[src/rtl/xpar_mailbox_if.sv]
// Bus bundle for xpar_mailbox.
// Carries the picoVersat parallel-interface signals (par_addr/par_we/par_out/par_in)
// and the two host-side valid/ready streams (TX: mailbox to host, RX: host to mailbox).
//   master : core + host side (drives addresses, write data, host handshakes)
//   slave  : the mailbox itself
interface xpar_mailbox_if #(
  parameter int unsigned DATA_W     = 32,
  parameter int unsigned PAR_ADDR_W = 15
);
  logic [PAR_ADDR_W-1:0] par_addr;
  logic                  par_we;
  logic [DATA_W-1:0]     par_out;
  logic [DATA_W-1:0]     par_in;

  logic                  tx_valid;
  logic                  tx_ready;
  logic [DATA_W-1:0]     tx_data;

  logic                  rx_valid;
  logic                  rx_ready;
  logic [DATA_W-1:0]     rx_data;

  modport master (
    output par_addr, par_we, par_out, tx_ready, rx_valid, rx_data,
    input  par_in, tx_valid, tx_data, rx_ready
  );

  modport slave (
    input  par_addr, par_we, par_out, tx_ready, rx_valid, rx_data,
    output par_in, tx_valid, tx_data, rx_ready
  );
endinterface

[src/rtl/xpar_mailbox.sv]
// Host-side mailbox on the picoVersat external parallel interface.
// The core sees a 4-word register window:
//   reg0 STATUS  (r)  bit0 tx_full, bit1 tx_empty, bit2 rx_full, bit3 rx_empty,
//                     [8+:FIFO_AW+1] tx_count, [16+:FIFO_AW+1] rx_count
//   reg1 TX_DATA (w)  push to TX FIFO (reads 0)
//   reg2 RX_DATA (r)  RX head (0 if empty); any write pops the head
//   reg3 ERR/CTRL     read: bit0 tx_ovf, bit1 rx_udf, bit2 rx_ovf (sticky)
//                     write: bit0 flush TX, bit1 flush RX, bit2 clear sticky flags
// Ports:
//   clk  : clock, all state on posedge
//   rst  : asynchronous active-low reset
//   bus  : xpar_mailbox_if slave modport (core par_* bus, TX and RX host streams)
module xpar_mailbox #(
  parameter int unsigned DATA_W     = 32,
  parameter int unsigned PAR_ADDR_W = 15,
  parameter int unsigned BASE_ADDR  = 0,
  parameter int unsigned FIFO_AW    = 3
) (
  input logic           clk,
  input logic           rst,
  xpar_mailbox_if.slave bus
);

  localparam int unsigned Depth = 1 << FIFO_AW;
  localparam int unsigned CntW  = FIFO_AW + 1;
  localparam logic [CntW-1:0] CntFull = CntW'(Depth);
  localparam logic [PAR_ADDR_W-3:0] BaseHi = (PAR_ADDR_W-2)'(BASE_ADDR >> 2);

  // --------------------------------------------------------------------------
  // Address decode
  // --------------------------------------------------------------------------
  logic       sel;
  logic [1:0] reg_sel;
  logic       wr_en;

  assign sel     = (bus.par_addr[PAR_ADDR_W-1:2] == BaseHi);
  assign reg_sel = bus.par_addr[1:0];
  assign wr_en   = sel & bus.par_we;

  logic tx_wr, rx_rd_req, ctrl_wr;
  logic tx_flush, rx_flush, err_clr;

  assign tx_wr     = wr_en & (reg_sel == 2'd1);
  assign rx_rd_req = wr_en & (reg_sel == 2'd2);
  assign ctrl_wr   = wr_en & (reg_sel == 2'd3);
  assign tx_flush  = ctrl_wr & bus.par_out[0];
  assign rx_flush  = ctrl_wr & bus.par_out[1];
  assign err_clr   = ctrl_wr & bus.par_out[2];

  // --------------------------------------------------------------------------
  // State
  // --------------------------------------------------------------------------
  logic [DATA_W-1:0]  tx_mem_q [Depth];
  logic [DATA_W-1:0]  tx_mem_d [Depth];
  logic [FIFO_AW-1:0] tx_wptr_q, tx_wptr_d, tx_rptr_q, tx_rptr_d;
  logic [CntW-1:0]    tx_count_q, tx_count_d;

  logic [DATA_W-1:0]  rx_mem_q [Depth];
  logic [DATA_W-1:0]  rx_mem_d [Depth];
  logic [FIFO_AW-1:0] rx_wptr_q, rx_wptr_d, rx_rptr_q, rx_rptr_d;
  logic [CntW-1:0]    rx_count_q, rx_count_d;

  // err: bit0 tx_ovf, bit1 rx_udf, bit2 rx_ovf
  logic [2:0]         err_q, err_d;

  logic tx_full, tx_empty, rx_full, rx_empty;

  assign tx_full  = (tx_count_q == CntFull);
  assign tx_empty = (tx_count_q == '0);
  assign rx_full  = (rx_count_q == CntFull);
  assign rx_empty = (rx_count_q == '0);

  // --------------------------------------------------------------------------
  // TX FIFO (core pushes, host pops)
  // --------------------------------------------------------------------------
  logic tx_pop, tx_push, tx_ovf_set;

  assign tx_pop     = !tx_empty & bus.tx_ready;
  // A full FIFO still takes the word when the host frees a slot in the same cycle.
  assign tx_push    = tx_wr & (!tx_full | tx_pop);
  assign tx_ovf_set = tx_wr & tx_full & !tx_pop;

  always_comb begin
    tx_mem_d   = tx_mem_q;
    tx_wptr_d  = tx_wptr_q;
    tx_rptr_d  = tx_rptr_q;
    tx_count_d = tx_count_q;
    if (tx_flush) begin
      tx_wptr_d  = '0;
      tx_rptr_d  = '0;
      tx_count_d = '0;
    end else begin
      if (tx_push) begin
        tx_mem_d[tx_wptr_q] = bus.par_out;
        tx_wptr_d           = tx_wptr_q + 1'b1;
      end
      if (tx_pop) begin
        tx_rptr_d = tx_rptr_q + 1'b1;
      end
      case ({tx_push, tx_pop})
        2'b10:   tx_count_d = tx_count_q + 1'b1;
        2'b01:   tx_count_d = tx_count_q - 1'b1;
        default: tx_count_d = tx_count_q;
      endcase
    end
  end

  // --------------------------------------------------------------------------
  // RX FIFO (host pushes, core pops)
  // --------------------------------------------------------------------------
  logic rx_ready_int, rx_push, rx_pop, rx_udf_set, rx_ovf_set;

  assign rx_ready_int = !rx_full & rst;
  assign rx_push      = bus.rx_valid & rx_ready_int;
  assign rx_pop       = rx_rd_req & !rx_empty;
  assign rx_udf_set   = rx_rd_req & rx_empty;
  assign rx_ovf_set   = bus.rx_valid & rx_full;

  always_comb begin
    rx_mem_d   = rx_mem_q;
    rx_wptr_d  = rx_wptr_q;
    rx_rptr_d  = rx_rptr_q;
    rx_count_d = rx_count_q;
    if (rx_flush) begin
      rx_wptr_d  = '0;
      rx_rptr_d  = '0;
      rx_count_d = '0;
    end else begin
      if (rx_push) begin
        rx_mem_d[rx_wptr_q] = bus.rx_data;
        rx_wptr_d           = rx_wptr_q + 1'b1;
      end
      if (rx_pop) begin
        rx_rptr_d = rx_rptr_q + 1'b1;
      end
      case ({rx_push, rx_pop})
        2'b10:   rx_count_d = rx_count_q + 1'b1;
        2'b01:   rx_count_d = rx_count_q - 1'b1;
        default: rx_count_d = rx_count_q;
      endcase
    end
  end

  // --------------------------------------------------------------------------
  // Sticky error flags: a set in the same cycle wins over a clear.
  // --------------------------------------------------------------------------
  always_comb begin
    err_d = err_q;
    if (err_clr) begin
      err_d = '0;
    end
    if (tx_ovf_set) err_d[0] = 1'b1;
    if (rx_udf_set) err_d[1] = 1'b1;
    if (rx_ovf_set) err_d[2] = 1'b1;
  end

  always_ff @(posedge clk or negedge rst) begin
    if (!rst) begin
      tx_mem_q   <= '{default: '0};
      tx_wptr_q  <= '0;
      tx_rptr_q  <= '0;
      tx_count_q <= '0;
      rx_mem_q   <= '{default: '0};
      rx_wptr_q  <= '0;
      rx_rptr_q  <= '0;
      rx_count_q <= '0;
      err_q      <= '0;
    end else begin
      tx_mem_q   <= tx_mem_d;
      tx_wptr_q  <= tx_wptr_d;
      tx_rptr_q  <= tx_rptr_d;
      tx_count_q <= tx_count_d;
      rx_mem_q   <= rx_mem_d;
      rx_wptr_q  <= rx_wptr_d;
      rx_rptr_q  <= rx_rptr_d;
      rx_count_q <= rx_count_d;
      err_q      <= err_d;
    end
  end

  // --------------------------------------------------------------------------
  // Outputs
  // --------------------------------------------------------------------------
  logic [DATA_W-1:0] tx_head, rx_head, status, par_in_c;

  assign tx_head = tx_empty ? '0 : tx_mem_q[tx_rptr_q];
  assign rx_head = rx_empty ? '0 : rx_mem_q[rx_rptr_q];

  always_comb begin
    status              = '0;
    status[0]           = tx_full;
    status[1]           = tx_empty;
    status[2]           = rx_full;
    status[3]           = rx_empty;
    status[8 +: CntW]   = tx_count_q;
    status[16 +: CntW]  = rx_count_q;
  end

  // Reads are side-effect free; pops happen only on writes to reg2.
  always_comb begin
    par_in_c = '0;
    if (sel) begin
      case (reg_sel)
        2'd0:    par_in_c = status;
        2'd2:    par_in_c = rx_head;
        2'd3:    par_in_c = DATA_W'(err_q);
        default: par_in_c = '0;
      endcase
    end
  end

  assign bus.par_in   = par_in_c;
  assign bus.tx_valid = !tx_empty;
  assign bus.tx_data  = tx_head;
  assign bus.rx_ready = rx_ready_int;

endmodule

[src/flat_wrapper.sv]
// flat-port wrapper written by rule: the top's interface ports become plain ports
module xpar_mailbox_flat 
#(
  parameter int unsigned DATA_W     = 32,
  parameter int unsigned PAR_ADDR_W = 15,
  parameter int unsigned BASE_ADDR  = 0,
  parameter int unsigned FIFO_AW    = 3
)
  (clk, rst, bus_par_addr, bus_par_we, bus_par_out, bus_tx_ready, bus_rx_valid, bus_rx_data, bus_par_in, bus_tx_valid, bus_tx_data, bus_rx_ready);
  xpar_mailbox_if #(.DATA_W(DATA_W), .PAR_ADDR_W(PAR_ADDR_W)) bus_i ();
  input logic clk;
  input logic rst;
  input wire logic [$bits(bus_i.par_addr)-1:0] bus_par_addr;
  input wire logic [$bits(bus_i.par_we)-1:0] bus_par_we;
  input wire logic [$bits(bus_i.par_out)-1:0] bus_par_out;
  input wire logic [$bits(bus_i.tx_ready)-1:0] bus_tx_ready;
  input wire logic [$bits(bus_i.rx_valid)-1:0] bus_rx_valid;
  input wire logic [$bits(bus_i.rx_data)-1:0] bus_rx_data;
  output wire logic [$bits(bus_i.par_in)-1:0] bus_par_in;
  output wire logic [$bits(bus_i.tx_valid)-1:0] bus_tx_valid;
  output wire logic [$bits(bus_i.tx_data)-1:0] bus_tx_data;
  output wire logic [$bits(bus_i.rx_ready)-1:0] bus_rx_ready;
  assign bus_i.par_addr = bus_par_addr;
  assign bus_i.par_we = bus_par_we;
  assign bus_i.par_out = bus_par_out;
  assign bus_i.tx_ready = bus_tx_ready;
  assign bus_i.rx_valid = bus_rx_valid;
  assign bus_i.rx_data = bus_rx_data;
  assign bus_par_in = bus_i.par_in;
  assign bus_tx_valid = bus_i.tx_valid;
  assign bus_tx_data = bus_i.tx_data;
  assign bus_rx_ready = bus_i.rx_ready;
  xpar_mailbox #(.DATA_W(DATA_W), .PAR_ADDR_W(PAR_ADDR_W), .BASE_ADDR(BASE_ADDR), .FIFO_AW(FIFO_AW)) u_core (.clk(clk), .rst(rst), .bus(bus_i));
endmodule
[config.mk]
export PLATFORM = sky130hd
export DESIGN_NAME = xpar_mailbox_flat
export DESIGN_NICKNAME = d
export VERILOG_FILES = /design/src/rtl/xpar_mailbox_if.sv /design/src/rtl/xpar_mailbox.sv /design/src/flat_wrapper.sv
export SDC_FILE = /design/constraint.sdc
export NUM_CORES = 1
export LEC_CHECK = 0
export BUFFER_PORTS_ARGS = -buffer_cell sky130_fd_sc_hd__buf_2
export CELL_PAD_IN_SITES_DETAIL_PLACEMENT = 0
export CELL_PAD_IN_SITES_GLOBAL_PLACEMENT = 2
export CORE_ASPECT_RATIO = 1.2
export CORE_MARGIN = 10
export CORE_UTILIZATION = 46
export CTS_CLUSTER_DIAMETER = 100
export CTS_CLUSTER_SIZE = 16
export DETAILED_ROUTE_END_ITERATION = 10
export MAX_ROUTING_LAYER = met4
export PLACE_DENSITY_LB_ADDON = 0.15
export SLEW_MARGIN = 10
export SYNTH_ARGS = -nofsm -noshare
export SYNTH_HDL_FRONTEND = slang
export SYNTH_SLANG_ARGS = --single-unit
[constraint.sdc]
create_clock -name clk -period 4 [get_ports clk]
set_input_delay 0.2 -clock clk [delete_from_list [all_inputs] [get_ports clk]]
set_output_delay 0.2 -clock clk [all_outputs]
set_load 0.01 [all_outputs]
### Word-level counts from Yosys, hierarchy flattened

Index checks and enable logic that the tools add are counted.

* order comparisons: 6
* add/sub/neg operators: 8
* mux-type cells: 32
* reduce and logical (&&, ||, !) cells: 22
* equal/unequal tests: 9
* bitwise gates (word level): 23

Operator list (number)
* $bwmux 256: 2
* $mux 32: 9
* $bmux 32 s3: 2
* $demux 32 s3: 2
* $pmux 32 s3: 1
* $mux 3: 9
* $and 1x1->1: 16
* $ge 4x4->1 const B: 4
* $not 3->4: 4
* $pmux 4 s2: 2
* $reduce_bool 2->1: 7
* $logic_not 13->1: 1
* $add 3x1->3 const B: 4
* $add 4x1->4 const B: 2
* $eq 2x2->1 const B: 4
* $eq 4x4->1 const B: 2
* $logic_not 4->1: 2
* $lt 4x1->1 const B: 2
* $mux 4: 2
* $sub 4x1->4 const B: 2
* $eq 2x1->1 const B: 3
* $reduce_bool 3->1: 2
* $logic_not 1->1: 5
* $reduce_and 2->1: 2
* 5 further kinds: 9

* bits of input ports: 84
* word-level logic and storage cells: 125
* bits in registers: 535

### Logic depth before layout (Yosys ltp)

* depth in word-level cells: 8
* mapped depth: 12
* mapped depth without buffers: 10

### Worst setup path after synthesis

OpenSTA, ideal clock, no wires.

* path type: input port to flip-flop
* start point: input port bus_par_addr[11]
* end point: register u_core.tx_count_q[3]
* setup time: 0.079 ns
* stages on the path: 9
* setup slack: 0.977 ns
* data arrival time: 2.944 ns
* cell sequence: nor4_2 -> nand4_1 -> clkbuf_1 -> or3b_2 -> ha_1 -> ha_1 -> a31o_2 -> a211oi_1 -> mux2i_1

* longest elaborated chain between the ends: 7

Ends and longest elaborated chain
* start, declared: RTL line flat_wrapper.sv:13 `input wire logic [$bits(bus_i.par_addr)-1:0] bus_par_addr;`
* $logic_not 13->1 (*): RTL line xpar_mailbox.sv:36 `assign sel = (bus.par_addr[PAR_ADDR_W-1:2] == BaseHi);`
* $and 1x1->1 (*): RTL line xpar_mailbox.sv:38 `assign wr_en = sel & bus.par_we;`
* $and 1x1->1: RTL line xpar_mailbox.sv:43 `assign tx_wr = wr_en & (reg_sel == 2'd1);`
* $and 1x1->1: RTL line xpar_mailbox.sv:80 `assign tx_push = tx_wr & (!tx_full | tx_pop);`
* $eq 2x1->1 / $eq 2x2->1 (equally long branches): RTL line xpar_mailbox.sv:100 `case ({tx_push, tx_pop})`
* $pmux 4 s2: RTL line xpar_mailbox.sv:100
* $mux 4: RTL line xpar_mailbox.sv:88 `if (tx_flush) begin`
* end signal, assigned: RTL line xpar_mailbox.sv:172 `tx_count_q <= tx_count_d;`
* end, declared: RTL line xpar_mailbox.sv:56 `logic [CntW-1:0] tx_count_q, tx_count_d;`

Every way passes the cells marked *; elsewhere a longest branch is shown, timed or not.
A chain may end at the register's enable or synchronous reset.

### Final worst setup path

* start point: register u_core.rx_count_q[1]
* end point: output port bus_par_in[8]

* longest elaborated chain between the ends: 4

Ends and longest elaborated chain
* start, declared: RTL line xpar_mailbox.sv:61 `logic [CntW-1:0] rx_count_q, rx_count_d;`
* start signal, assigned: RTL line xpar_mailbox.sv:176 `rx_count_q <= rx_count_d;`
* $logic_not 4->1: RTL line xpar_mailbox.sv:71 `assign rx_empty = (rx_count_q == '0);`
* $mux 32: RTL line xpar_mailbox.sv:187 `assign rx_head = rx_empty ? '0 : rx_mem_q[rx_rptr_q];`
* $pmux 32 s3: RTL line xpar_mailbox.sv:203 `case (reg_sel)`
* $mux 32: RTL line xpar_mailbox.sv:202 `if (sel) begin`
* end, declared: RTL line flat_wrapper.sv:19 `output wire logic [$bits(bus_i.par_in)-1:0] bus_par_in;`

Every way passes these cells.

==> metrics <==
Tmin final=between 3 and 4 ns; synthesized flop and latch total=about 540; Least-Margin Pin Slew=1.055 ns; YS warnings=0; clk sinks=~540; I/O Buffers=~150; EDFF count, synth=0; DR iter-0 viols=just under 600; IO Count=150; result of the run=finished, final reports clean; share of layout cells above drive strength 1=50.99%; critical path class=reg2out; worst hold endpoint=u_core.tx_mem_q[137]; Comb power frac=between 20% and 30%; Pwr Density=approximately 510 nW/um2; CP endpoint kind=output port; Max Fclk=slightly below 300 MHz; dominant cell type by area after synthesis=dfrtp_1; worst rel slew slack=29.64%; Layout area overhead=12.77%; post-synth top area share=51.98%; hold depth=2; Flop pwr share=about 50%; first-pass GRT wire length=~95000 um; Post-synth ARST share=100.0%; post-synthesis net count=~1700; global-route usage over all layers=a little under a fifth; worst hold start=bus_par_out[9]; Reg-to-Reg End=u_core.rx_count_q[3]; Die Span Y=approximately 280 um; Routed WL=60130 um; Rows=between 90 and 100; Setup crit start kind=register; synth top area cells=dfrtp_1 52%, mux2_4 14%, mux2_2 12%; met3 Resource Use GR=about 3.7%; P_sw=slightly above 4 mW; R2R setup slack=between 1 and 1.5 ns; largest net degree at the start of global routing=around 170; drt pass-1 iters=4; Clock transition at path regs=0.08 ns; Root Buffer=clkbuf_16; Arrival @ worst endpoint=around 3.2 ns; synthesized area per cell=16.41 um2; H-tree levels=2; Mapped Cells=roughly 1600; initial core utilization=~47%; total CTS buffers=39; GR peak layer=met2; DR DRC count=0; Syn Std Cell Area=about 26000 um2; clock power share=around a quarter; postcts setup bufs=0; worst r2r src=u_core.rx_count_q[1]; GRT Residual Overflow=0; vias per cell=approximately 5.6; tightest hold margin=between 0.03 and 0.04 ns; CP max stage cell=or2_2; most frequent cells in the layout=529 x dfrtp_1, 265 x mux2_2, 240 x mux2_4; CTS tree=built; HPWL Detailed=about 36000 um; Final Setup Violations=0; post-synthesis sequential area ratio=about half; number of global-route vias before repair=around 16000; hold crit path type=in2reg; final net count=roughly 1900; met1 Track Usage GR=23.80%; sequence of cells on the critical path=nor4_1 -> buf_4 -> or3b_2 -> or2_2 -> o2bb2ai_1 -> buf_2; endpoints failing hold=0; overall via count from detail_route=13950; Max Cap Viol=0; CP startpoint=u_core.rx_count_q[1]; routed length per instance=roughly 24 um; Max Transition Viols Final=0; commonest non-fill, non-tap cell in the layout=dfrtp_1; Worst Path Max Fanout=29; Die W=approximately 240 um; Post-DRT Antenna Nets=0; CP Data Required Time=about 3.8 ns; core area=around 55000 um2; dominant synthesized flop cell=dfrtp_1; Cell Int Power=~11 mW; leakage=~13 nW; worst vdd ir=roughly 0.43 mV; RSZ-0062 raised after global routing=false; Unique masters post-synth=54; grt met2 use=a little under a third; Worst-Skew Late Latency=approximately 0.58 ns; routability cong.=between 0.7 and 0.8; CP max stage delay=about 0.63 ns; initial antenna violation count=5; Max Root-Sink Buffers=3; switching part of the total=27.81%; Die ar.=65900 um2; setup TNS=0 ns; final worst path period share=roughly 84%; Setup Skew=~0.028 ns; r2r worst-path depth=10
## repair_timing
action                                 4_1_cts  5_1_grt
hold buffers                                67        0
endpoints found under the hold margin      543        0
resized for setup                            0        0
## registers in the layout, indices dropped and copies added (netlist names)
register,flops
u_core.tx_wptr_q,3
u_core.tx_rptr_q,3
u_core.err_q,3
u_core.rx_mem_q,256
u_core.rx_wptr_q,3
u_core.tx_mem_q,256
u_core.rx_count_q,4
u_core.tx_count_q,4
u_core.rx_rptr_q,3
## per-stage QoR
step / total power, mW / cells / setup WS, ns / util [%] / area (um2)
6_report: 14.85 / 2494 / 0.6371 / 52.66 / 29050
5_1_grt: 15.72 / 2494 / 0.5210 / 52.66 / 29050
4_1_cts: 15.11 / 2489 / 0.5888 / 52.63 / 29030
3_5_place_dp: 11.29 / 2378 / 0.8093 / 49.52 / 27320
3_3_place_gp: 11.12 / 2378 / 0.8631 / 49.52 / 27320
2_1_floorplan: 10.17 / 1570 / 0.9768 / - / 25760
## routing by layer
| metal | share of wire [%] | wire (um) |
|---|---|---|
| met5 | 0 | 0 |
| met3 | 4.3 | 2592 |
| met2 | 50 | 29870 |
| met1 | 44 | 26670 |
| met4 | 1.7 | 1003 |
## final cells by class
class	instances	area [um2]
multi-input combinational	925	11810
timing repair buffer	260	1857
inverter	5	18.77
fill	4607	26120
sequential	535	13400
clock buffer	43	1033
antenna	5	12.51
clock inverter	1	11.26
tap	720	900.9
## worst max-delay path, delay by kind of cell (launching register included)
kind                   cells  cell delay, ns
and+or+nand+nor            3            1.24
DFF                        1            0.50
AOI/OAI and AO/OA          1            0.45
buffers and inverters      2            0.38
## worst max path at each step
stage                                end  cells after the start
finish                     bus_par_in[8]                      6
global route               bus_par_in[8]                      6
CTS                        bus_par_in[8]                      6
detailed placement  u_core.tx_count_q[3]                      9
global placement    u_core.tx_count_q[3]                      9
floorplan           u_core.tx_count_q[3]                      9
## power by group through the flow
stage | Combinational [mW] | Sequential, mW | Clock (mW)
floorplan | 2.90 | 7.27 | 0
global placement | 3.47 | 7.64 | 0
detailed placement | 3.56 | 7.73 | 0
CTS | 3.63 | 7.62 | 3.86
global route | 3.88 | 7.80 | 4.04
finish | 3.55 | 7.61 | 3.69
## synthesized netlist by cell type (4+ instances only)
| cell type | n |
|---|---|
| a21oi_1 | 11 |
| nor4b_1 | 4 |
| mux2i_1 | 68 |
| buf_1 | 13 |
| buf_6 | 25 |
| mux2_2 | 265 |
| nand2b_1 | 5 |
| nor4_1 | 6 |
| o21ai_0 | 4 |
| nor2_1 | 72 |
| mux2_4 | 240 |
| nor4_4 | 6 |
| o2bb2ai_1 | 11 |
| o21ai_1 | 6 |
| xnor2_1 | 5 |
| clkbuf_1 | 31 |
| nand2_1 | 10 |
| mux4_2 | 128 |
| dfrtp_1 | 535 |
| mux2_1 | 10 |
| xor2_1 | 5 |
| inv_1 | 5 |
| ha_1 | 12 |
| buf_2 | 36 |
| nand3_1 | 7 |
## kinds of logic (layout without fill, tap and decap cells)
logic type               after synthesis  in the layout  share of synthesized area, %
AO/OA/AOI/OAI                         53             53                         1.472
XOR/XNOR                              10             10                        0.3400
adder cells (fa/ha/maj)               12             12                        0.5829
buffers and inverters                110            309                         2.507
flip-flops                           535            535                         51.98
multiplexers                         711            711                         39.85
other                                  0              5                             0
AND/OR/NAND/NOR                      139            139                         3.269
Note: power is estimated with default switching activity, not from simulation.
